**config.mk**
```make
export PLATFORM = sky130hd
export DESIGN_NAME = muldiv_unit
export DESIGN_NICKNAME = d
export VERILOG_FILES = /design/src/rtl/muldiv_unit.sv
export SDC_FILE = /design/constraint.sdc
export NUM_CORES = 1
export LEC_CHECK = 0
export CORE_MARGIN = 2
export CORE_UTILIZATION = 45
export CTS_CLUSTER_DIAMETER = 30
export DETAILED_ROUTE_END_ITERATION = 10
export DONT_BUFFER_PORTS = 1
export PLACE_DENSITY_LB_ADDON = 0.2
export SKIP_CTS_REPAIR_TIMING = 1
export SYNTH_ARGS = -nofsm -noshare
export SYNTH_HDL_FRONTEND = slang
export SYNTH_SLANG_ARGS = --single-unit
```
**constraint.sdc**
```tcl
create_clock -name clk -period 4.8 [get_ports clk]
set_input_delay 0.48 -clock clk [delete_from_list [all_inputs] [get_ports clk]]
set_output_delay 0.48 -clock clk [all_outputs]
set_load 0.01 [all_outputs]
```
**src/rtl/muldiv_unit.sv**
```systemverilog
// Iterative RV32M multiply/divide unit: one radix-2 step per cycle, start/busy/done handshake.
// Shift-add multiply and restoring divide share a single 64-bit accumulator.
module muldiv_unit #(
  parameter int XLEN  = 32,
  parameter int CNT_W = 6
) (
  input  logic            clk,
  input  logic            rst_n,
  input  logic            start,
  input  logic            kill,
  input  logic [2:0]      funct3,
  input  logic [XLEN-1:0] a,
  input  logic [XLEN-1:0] b,
  output logic            busy,
  output logic            done,
  output logic [XLEN-1:0] r
);

  typedef enum logic [1:0] {IDLE, CALC, SIGN, DONE} state_t;

  state_t              state, state_nx;
  logic [CNT_W-1:0]    cnt;
  logic [2:0]          op;
  logic                neg_a, neg_b;
  logic [2*XLEN-1:0]   acc;
  logic [XLEN-1:0]     opnd;

  logic                is_div_in, sa_in, sb_in, a_neg_in, b_neg_in;
  logic [XLEN-1:0]     mag_a, mag_b;
  logic                b_zero, ovf, special;
  logic [XLEN-1:0]     special_r;

  // Operand decode and special-case detection at the accepting edge
  always_comb begin
    is_div_in = funct3[2];
    sa_in     = (funct3 == 3'b001) || (funct3 == 3'b010) ||
                (funct3 == 3'b100) || (funct3 == 3'b110);
    sb_in     = (funct3 == 3'b001) || (funct3 == 3'b100) || (funct3 == 3'b110);
    a_neg_in  = sa_in & a[XLEN-1];
    b_neg_in  = sb_in & b[XLEN-1];
    mag_a     = a_neg_in ? ('0 - a) : a;
    mag_b     = b_neg_in ? ('0 - b) : b;
    b_zero    = (b == '0);
    ovf       = ((funct3 == 3'b100) || (funct3 == 3'b110)) &&
                (a == {1'b1, {(XLEN-1){1'b0}}}) && (b == '1);
    special   = is_div_in && (b_zero || ovf);
    if (b_zero) special_r = funct3[1] ? a : '1;
    else        special_r = funct3[1] ? '0 : a;
  end

  always_ff @(posedge clk or negedge rst_n) begin
    if (!rst_n) state <= IDLE;
    else        state <= state_nx;
  end

  always_comb begin
    state_nx = state;
    unique case (state)
      IDLE: if (start) state_nx = special ? DONE : CALC;
      CALC: if (cnt == CNT_W'(XLEN-1)) state_nx = SIGN;
      SIGN: state_nx = DONE;
      DONE: state_nx = IDLE;
      default: state_nx = IDLE;
    endcase
    if (kill) state_nx = IDLE;
  end

  always_comb begin
    busy = (state != IDLE);
    done = (state == DONE);
  end

  logic [XLEN:0]       mul_sum;
  logic [XLEN:0]       div_rs;
  logic                div_take;
  logic [XLEN-1:0]     div_diff;
  logic [2*XLEN-1:0]   acc_step;
  logic [2*XLEN-1:0]   prod;
  logic [XLEN-1:0]     quot, remv, res;

  // Multiply keeps {hi,lo} with the multiplier consumed from lo; divide keeps {rem,quot}
  always_comb begin
    mul_sum  = {1'b0, acc[2*XLEN-1:XLEN]} + {1'b0, opnd};
    div_rs   = acc[2*XLEN-1:XLEN-1];
    div_take = (div_rs >= {1'b0, opnd});
    div_diff = div_rs[XLEN-1:0] - opnd;
    if (op[2]) begin
      if (div_take) acc_step = {div_diff, acc[XLEN-2:0], 1'b1};
      else          acc_step = {div_rs[XLEN-1:0], acc[XLEN-2:0], 1'b0};
    end else begin
      if (acc[0]) acc_step = {mul_sum, acc[XLEN-1:1]};
      else        acc_step = {1'b0, acc[2*XLEN-1:1]};
    end
  end

  always_comb begin
    prod = (neg_a ^ neg_b) ? ('0 - acc) : acc;
    quot = (neg_a ^ neg_b) ? ('0 - acc[XLEN-1:0]) : acc[XLEN-1:0];
    remv = neg_a ? ('0 - acc[2*XLEN-1:XLEN]) : acc[2*XLEN-1:XLEN];
    unique case (op)
      3'b000:                 res = prod[XLEN-1:0];
      3'b001, 3'b010, 3'b011: res = prod[2*XLEN-1:XLEN];
      3'b100, 3'b101:         res = quot;
      default:                res = remv;
    endcase
  end

  always_ff @(posedge clk or negedge rst_n) begin
    if (!rst_n) begin
      cnt   <= '0;
      op    <= '0;
      neg_a <= 1'b0;
      neg_b <= 1'b0;
      acc   <= '0;
      opnd  <= '0;
      r     <= '0;
    end else if (!kill) begin
      unique case (state)
        IDLE: if (start) begin
          op    <= funct3;
          neg_a <= a_neg_in;
          neg_b <= b_neg_in;
          cnt   <= '0;
          acc   <= {{XLEN{1'b0}}, (is_div_in ? mag_a : mag_b)};
          opnd  <= is_div_in ? mag_b : mag_a;
          if (special) r <= special_r;
        end
        CALC: begin
          acc <= acc_step;
          cnt <= cnt + CNT_W'(1);
        end
        SIGN: r <= res;
        default: ;
      endcase
    end
  end

endmodule

```
==> results of run 1 <==
final cells by class:
| cell class | count | area [um^2] | share of cell area, % |
|---|---|---|---|
| inverter | 86 | 323 | 1.99 |
| multi-input combinational | 1695 | 10900 | 67.2 |
| sequential | 141 | 3530 | 21.8 |
| antenna | 3 | 7.51 | 0.0463 |
| clock inverter | 15 | 143 | 0.879 |
| clock buffer | 17 | 425 | 2.62 |
| tap | 448 | 561 | 3.45 |
| timing repair buffer | 41 | 328 | 2.02 |
placed cells by master (no fill, tap or decap), drive strengths merged, types with 8 or more instances in the layout:
master	count
clkbuf	17
o31ai	25
or3	22
and2	11
a221oi	9
nand3b	8
buf	41
mux2	29
nand2	215
o41ai	10
dfrtp	141
ha	74
nor3	41
o211ai	42
mux2i	20
a31oi	20
or4	9
o21a	15
nand3	38
a211oi	36
inv	95
and3	12
xor2	81
a21o	36
o221ai	22
nand2b	16
maj3	16
nor4	15
nor2b	14
nor2	188
nand4	22
a21oi	241
o21ai	189
xnor2	103
o22ai	21
state kept, by name, indices dropped and copies added, names as in the netlist:
name,flops
neg_b,1
neg_a,1
state,2
opnd,32
acc,64
cnt,6
r,32
op,3
final timing paths:
kind,from,end,depth (start not counted)
max,acc[34]$_DFFE_PN0P_,acc[52]$_DFFE_PN0P_,10
min,rst_n,r[20]$_DFFE_PN0P_,1
max reg2reg,acc[34]$_DFFE_PN0P_,acc[52]$_DFFE_PN0P_,10
min reg2reg,opnd[5]$_DFFE_PN0P_,opnd[5]$_DFFE_PN0P_,2
max in group asynchronous,rst_n,op[2]$_DFFE_PN0P_,1
min in group clk,kill,state[1]$_DFFE_PN0P_,1
report_power, final:
group / internal [mW] / switching, mW / total [mW]
registers: 1.72 / 1.04 / 2.76
logic: 3.24 / 5.50 / 8.74
clock network: 0.690 / 0.664 / 1.35
total: 5.65 / 7.21 / 12.9
logic make-up after synthesis:
kind of cell    after synthesis  synth area share [%]
compound gates              742                  30.5
xor+xnor                    184                  10.5
fa+ha+maj                    92                  7.38
buf+inv                     236                  5.88
flops                       141                  23.1
mux                          49                  3.45
simple gates                628                  19.2
metrics by stage:
step           cells  hold slack, ns  instance area [um^2]
3_5_place_dp    2410           0.187                 15600
4_1_cts         2442          -0.300                 16200
6_report        2446         -0.0505                 16200
2_1_floorplan   2072           0.184                 15300
5_1_grt         2443         0.00130                 16200
3_3_place_gp    2410           0.187                 15600
metal layers:
metal	vias up	wire (um)	part of all wire, %	GRT usage (%)
li1	7343	-	-	-
met1	7749	26500	43	48.4
met2	903	26000	42	50.4
met3	165	6570	11	8.53
met4	0	3110	5.0	16.0
met5	-	0	0	0
==> metrics.cfg, run 1 <==
[sta]
fmax_mhz=258
slew_viol_final=0
relSlewSlack_pct=21.9
skew_ns=0.0118
rsz0062_at_grt=false
tns_ns=0
setup_viol=0
hold_viol_final=20
finalCritPeriodShare_pct=80.6
worst_hold_slack_ns=-0.0505
tightest_slew_ns=1.17
worst_slack_ns=0.930
min_period_ns=3.87

[logic_synthesis]
ys.flop_type=dfrtp_1
synth_top_area_share_pct=23.1
syn-instance-count=2072
syn-num-nets=2219
synth.avg_cell_area_um2=7.38
synth.largest_area_cell=dfrtp_1
ys_ff_latch=141
yosys.cell_types.count=91
yosysMostFrequentCell=a21oi_1
synth_edf_count=0
netlist_area_mm2=0.0153
ys_seq_area_share_pct=23.1
ys_warn_count=0
synth_area_leaders=dfrtp_1, a21oi_1, ha_1, xnor2_1, o21ai_0
netlist_top_cells_count=a21oi_1, nand2_1, nor2_1, o21ai_0, dfrtp_1
postSynth.asyncResetShare_pct=100

[critical_path]
cp_common_cell=o21bai_1
cp.required_ns=5.15
cp_top_family=compound AO/OA/AOI/OAI gates
worstSetupPathType=flop to flop
cp_slowest_stage_delay_ns=0.59
critPathArrivalTime_ns=4.22
crit_fanout=27
critical_path_buf_inv_count=1
rrSetupSlack_ns=0.93
critPathCaptureType=flop
critPathLaunchType=flop
path_cells=ha_1, nand3_1, o21bai_1, a2111oi_0, o21bai_1, a22oi_1, o22ai_4, buf_4, or3_1, a32o_1
crit_slowest_cell=a2111oi_0

[route]
via_per_inst=6.61
drtIter0Drc=2119
drt-wirelength-per-cell_um=25.4
antenna_left=0
vias=16200
dr.pass1.iters=6
wirelength_um=62200
drcViolationCount=0

[place]
gp_congestion=1.01
dp_slack_ns=1.04
port_buffers=0
hpwlAfterDp_um=47200

[clock_tree]
path_clk_slew_ns=0.07
clock-sinks=141
htree_num_levels=4
cts_tree=yes
clock_path_buffers=2
cts_buffers=17
cts_root_buf=clkbuf_16
insertion_delay_ns=0.46

[worst_hold_path]
hp-class=input port to asynchronous set/reset pin

[power]
p_leak_nw=6.69
ir_worst_vdd_uv=355
power_density_mw_per_mm2=792
total_power_mw=12.9

[grt]
grt_pass1_wl_um=93500
antenna_found_initial=2
grt_start_max_net_pins=142
overflow=0
grt_pass1_vias=14900
grtUsageTotal_pct=34.7

[flow_run]
max_cap_viol_count=0

[final_layout]
drive_above_1_share_pct=6.92
area_growth_pct=6.13
postLayoutCoreUtil_pct=48.4
fin_nets=2129
fillers=3408

[floorplanning]
initial_core_util_pct=45.6
die_w_um=188
rows=67
die_h_um=188
die_area_mm2=0.0355
ioPinCount=105
core_mm2=0.0335

[run_status]
outcome=complete, but fails checks
violations=hold timing

Power figures use the tool's default switching activity.
==> run 2, diff against run 1 <==
==> constraint.sdc (replaced) <==
create_clock -name clk -period 3.9 [get_ports clk]
set_input_delay 0.39 -clock clk [delete_from_list [all_inputs] [get_ports clk]]
set_output_delay 0.39 -clock clk [all_outputs]
set_load 0.01 [all_outputs]
==> metrics.cfg, run 2 (same netlist as run 1, synthesis figures left out) <==
[grt]
grtUsageTotal_pct=34.5  ; -0.28 points
overflow=0  ; unchanged
antenna_found_initial=3  ; +1
grt_pass1_wl_um=93200  ; -0.36%
grt_start_max_net_pins=142  ; unchanged
grt_pass1_vias=15000  ; +0.55%

[flow_run]
max_cap_viol_count=0  ; unchanged

[floorplanning]
core_mm2=0.0335  ; unchanged
rows=67  ; unchanged
die_area_mm2=0.0355  ; unchanged
initial_core_util_pct=45.6  ; unchanged
die_w_um=188  ; unchanged
ioPinCount=105  ; unchanged
die_h_um=188  ; unchanged

[final_layout]
fillers=3377  ; -0.91%
layout_commonest_cell=a21oi_1
drive_above_1_share_pct=8.56  ; +1.6 points
fin_cells=2482  ; +1.5%
fin_nets=2167  ; +1.8%
postLayoutCoreUtil_pct=49.6  ; +1.2 points
postLayoutCellArea_mm2=0.0166  ; +2.5%
regMostFlops=acc
final_cell_mix=a21oi_1, nand2_1, nor2_1, o21ai_0, dfrtp_1
multi_input_area_mm2=0.0109  ; +0.15%
seqCellArea_mm2=0.00353  ; unchanged
area_growth_pct=8.75
top_regs=acc x64, opnd x32, r x32
largest_reg_flops=64  ; unchanged

[clock_tree]
htree_num_levels=4  ; unchanged
cts_tree=yes
cts_root_buf=clkbuf_16
path_clk_slew_ns=0.07  ; about the same
clock_path_buffers=2  ; unchanged
clock-sinks=141  ; unchanged
cts_buffers=17  ; unchanged
insertion_delay_ns=0.46  ; about the same

[worst_hold_path]
hp-class=input port to flop
hp-start=funct3[0]

[route]
vias=16200  ; +0.23%
antenna_left=0  ; unchanged
wirelength_um=61300  ; -1.5%
via_per_inst=6.53  ; -1.2%
drcViolationCount=0  ; unchanged
dr.pass1.iters=6  ; unchanged
drt-wirelength-per-cell_um=24.7  ; -2.9%
drtIter0Drc=2148  ; +1.4%

[power]
total_power_mw=16.2  ; +26%
p_leak_nw=6.93  ; +3.5%
power_density_mw_per_mm2=974  ; +23%
ir_worst_vdd_uv=461  ; +30%

[critical_path]
critPathCaptureType=flop
r2r_start=opnd[30]$_DFFE_PN0P_
critPathLaunchType=flop
worstSetupPathType=flop to flop
cp.required_ns=4.24  ; -0.91 ns
crit_fanout=33  ; +22%
critPathArrivalTime_ns=3.96  ; -0.26 ns
cp-startpoint=opnd[30]$_DFFE_PN0P_

[sta]
rsz0062_at_grt=false
fmax_mhz=276  ; +7.0%
setup_viol=0  ; unchanged
tightest_slew_ns=1.02  ; -0.150 ns
finalCritPeriodShare_pct=92.8  ; +12 points
tns_ns=0  ; unchanged
skew_ns=0.0169  ; +0.00518 ns
hold_viol_final=0  ; -100%
slew_viol_final=0  ; unchanged
relSlewSlack_pct=32.2  ; +10 points
min_period_ns=3.62  ; -0.252 ns

[place]
hpwlAfterDp_um=46700  ; -1.2%
dp.cells=2446  ; +1.5%
gp_congestion=0.972  ; -3.9%
placed_cell_area_mm2=0.0159  ; +1.8%
port_buffers=0  ; unchanged

[run_status]
outcome=completed

## run 2: where the power goes
part           switching [mW]  internal, mW  total [mW]
clock network           0.747          1.16        1.90
registers               0.941          2.12        3.06
logic                    7.04          4.19        11.2
## run 2: worst max-delay path, cell delays in order, from the launching register on
cell	delay (ns)
dfrtp_1	0.44
inv_1	0.07
ha_1	0.33
a21o_1	0.17
a211oi_1	0.34
o21ai_0	0.26
or2_2	0.35
o22ai_4	0.74
buf_4	0.29
nand2b_1	0.06
nand2_1	0.06
o21ai_0	0.10
a32o_1	0.28
## run 2: stage by stage
| stage | setup WS [ns] | hold WS [ns] |
|---|---|---|
| after floorplan | 0.524 | 0.0944 |
| after global placement | 0.280 | 0.0977 |
| after detailed placement | 0.220 | 0.0976 |
| after CTS | 0.200 | -0.389 |
| after global routing | 0.0418 | 0.0354 |
| final | 0.282 | 0.0440 |
## run 2: final cells by class
| cell class | instances | share of cell area [%] |
|---|---|---|
| Timing Repair Buffer | 79 | 3.79 |
| Tap cell | 448 | 3.37 |
| Antenna cell | 1 | 0.0151 |
| Sequential cell | 141 | 21.2 |
| Inverter | 86 | 1.94 |
| Multi-Input combinational cell | 1695 | 65.7 |
| Clock inverter | 13 | 1.27 |
| Clock buffer | 19 | 2.66 |
## run 2: metal layers
layer / global-route usage [%] / vias up / share of wire, %
met3: 7.06 / 116 / 9.7
li1: - / 7423 / -
met2: 50.9 / 912 / 43
met4: 13.4 / 4 / 3.7
met1: 49.2 / 7742 / 44
met5: 0 / - / 0.044
## run 2: worst paths after layout
kind                                        to  slack (ns)  cells past startpoint
max reg2reg                acc[52]$_DFFE_PN0P_        0.28                     12
min reg2reg                opnd[4]$_DFFE_PN0P_        0.53                      2
min                          op[0]$_DFFE_PN0P_        0.04                      2
max in group asynchronous    op[2]$_DFFE_PN0P_        2.66                      2
max                        acc[52]$_DFFE_PN0P_        0.28                     12
min in group asynchronous    r[24]$_DFFE_PN0P_        0.59                      2
==> run 3, diff against run 2 <==
--- a/config.mk
+++ b/config.mk
@@ -5,7 +5,7 @@
 export SDC_FILE = /design/constraint.sdc
 export NUM_CORES = 1
 export LEC_CHECK = 0
-export CORE_MARGIN = 2
+export CORE_MARGIN = 3
 export CORE_UTILIZATION = 45
 export CTS_CLUSTER_DIAMETER = 30
 export DETAILED_ROUTE_END_ITERATION = 10
==> metrics.cfg, run 3 (same netlist as run 1, synthesis figures left out) <==
[route]
wirelength_um=61600  ; +0.42%
drt-wirelength-per-cell_um=24.9  ; +0.71%
antenna_left=0  ; unchanged
drtIter0Drc=1977  ; -8.0%
via_per_inst=6.55  ; +0.34%
drcViolationCount=0  ; unchanged
vias=16200  ; +0.056%
dr.pass1.iters=7  ; +1

[clock_tree]
clock-sinks=141  ; unchanged
clock_path_buffers=2  ; unchanged
cts_root_buf=clkbuf_16
cts_buffers=17  ; unchanged
path_clk_slew_ns=0.07  ; about the same
cts_tree=yes
insertion_delay_ns=0.47  ; about the same
htree_num_levels=4  ; unchanged

[grt]
overflow=0  ; unchanged
grt_pass1_wl_um=92300  ; -0.87%
antenna_found_initial=2  ; -1
grt_start_max_net_pins=142  ; unchanged
grtUsageTotal_pct=33.3  ; -1.1 points
grt_pass1_vias=15000  ; +0.047%

[final_layout]
top_regs=acc x64, opnd x32, r x32
fin_cells=2475  ; -0.28%
area_growth_pct=8.11
postLayoutCoreUtil_pct=50.0  ; +0.46 points
drive_above_1_share_pct=8.61  ; +0.049 points
antennaDiodeCount=0  ; -1
layout_commonest_cell=a21oi_1
final_cell_mix=a21oi_1, nand2_1, nor2_1, o21ai_0, dfrtp_1
largest_reg_flops=64  ; unchanged
fin_nets=2167  ; unchanged
regMostFlops=acc
postLayoutCellArea_mm2=0.0165  ; -0.59%

[power]
p_leak_nw=6.88  ; -0.61%
total_power_mw=16.1  ; -0.50%
ir_worst_vdd_uv=453  ; -1.8%
power_density_mw_per_mm2=975  ; about the same

[floorplanning]
die_w_um=190  ; +1.1%
ioPinCount=105  ; unchanged
rows=66  ; -1.5%
core_mm2=0.0330  ; -1.5%
die_area_mm2=0.0362  ; +2.1%
die_h_um=190  ; +1.1%
initial_core_util_pct=46.3  ; +0.69 points

[critical_path]
cp.required_ns=4.25  ; about the same
path_cells=inv_1, ha_1, inv_1, fa_1, a211oi_2, o21ai_1, a221o_1, a221o_1, a221oi_2, buf_4, o21bai_1, a21oi_1, xor2_1, o211ai_1, a22o_1
critPathLaunchType=flop
r2r_start=acc[31]$_DFFE_PN0P_
critPathArrivalTime_ns=4.13  ; +0.17 ns
crit_fanout=4  ; -88%
cp_slowest_stage_delay_ns=0.45  ; -0.29 ns
worstSetupPathType=flop to flop
critPathCaptureType=flop
crit_slowest_cell=fa_1
cp-startpoint=acc[31]$_DFFE_PN0P_

[sta]
tightest_slew_ns=1.12  ; +0.0981 ns
setup_viol=0  ; unchanged
skew_ns=0.0154  ; -0.00155 ns
min_period_ns=3.78  ; +0.164 ns
relSlewSlack_pct=25.6  ; -6.6 points
rsz0062_at_grt=true
hold_viol_final=0  ; unchanged
fmax_mhz=264  ; -4.3%
finalCritPeriodShare_pct=97.0  ; +4.2 points
slew_viol_final=0  ; unchanged

[place]
gp_congestion=0.997  ; +2.6%
dp.cells=2440  ; -0.25%
placed_cell_area_mm2=0.0159  ; about the same
hpwlAfterDp_um=47100  ; +0.98%
port_buffers=0  ; unchanged

[worst_hold_path]
hp-class=input port to flop
hp-start=funct3[0]

[flow_run]
max_cap_viol_count=0  ; unchanged

[run_status]
outcome=completed

## run 3: cell type report
class	count	area, um^2
fill	3334	16500
inverter	86	323
tap	442	553
timing repair buffer	79	643
sequential	141	3530
clock buffer	17	425
clock inverter	15	139
multi-input combinational	1695	10900
## run 3: metal layers
layer	track usage, %	share of wire [%]	up-vias
li1	-	-	7429
met1	47.4	43	7730
met2	50.5	43	922
met3	7.02	10	121
met4	10.9	3.3	4
met5	0	0.050	-
## run 3: stage by stage
step	TNS [ns]	worst slack (ns)	hold slack, ns
final	0	0.118	0.0457
after global routing	-0.0584	-0.0311	0.0555
after CTS	0	0.0922	-0.384
after detailed placement	0	0.130	0.0985
after global placement	0	0.170	0.0985
after floorplan	0	0.524	0.0944
## run 3: critical path: cells and delay by family, from the launching register on
family	cells	cell delay, ns
flops	1	0.42
xor+xnor	1	0.19
fa+ha+maj	2	0.66
buf+inv	3	0.40
compound gates	9	2.00
## run 3: power by group
group          switching (mW)  internal, mW  total (mW)
combinational            7.08          4.26        11.3
sequential              0.986          2.12        3.11
clock                   0.827         0.847        1.67
total                    8.89          7.22        16.1
## run 3: path summary, 6_finish.rpt
path,slack [ns],cells after the start,to
setup / recovery,0.12,15,acc[56]$_DFFE_PN0P_
hold / removal,0.05,2,op[0]$_DFFE_PN0P_
setup reg to reg,0.12,15,acc[56]$_DFFE_PN0P_
hold reg to reg,0.52,2,opnd[4]$_DFFE_PN0P_
max in group asynchronous,2.65,2,op[2]$_DFFE_PN0P_
min in group asynchronous,0.52,2,r[30]$_DFFE_PN0P_
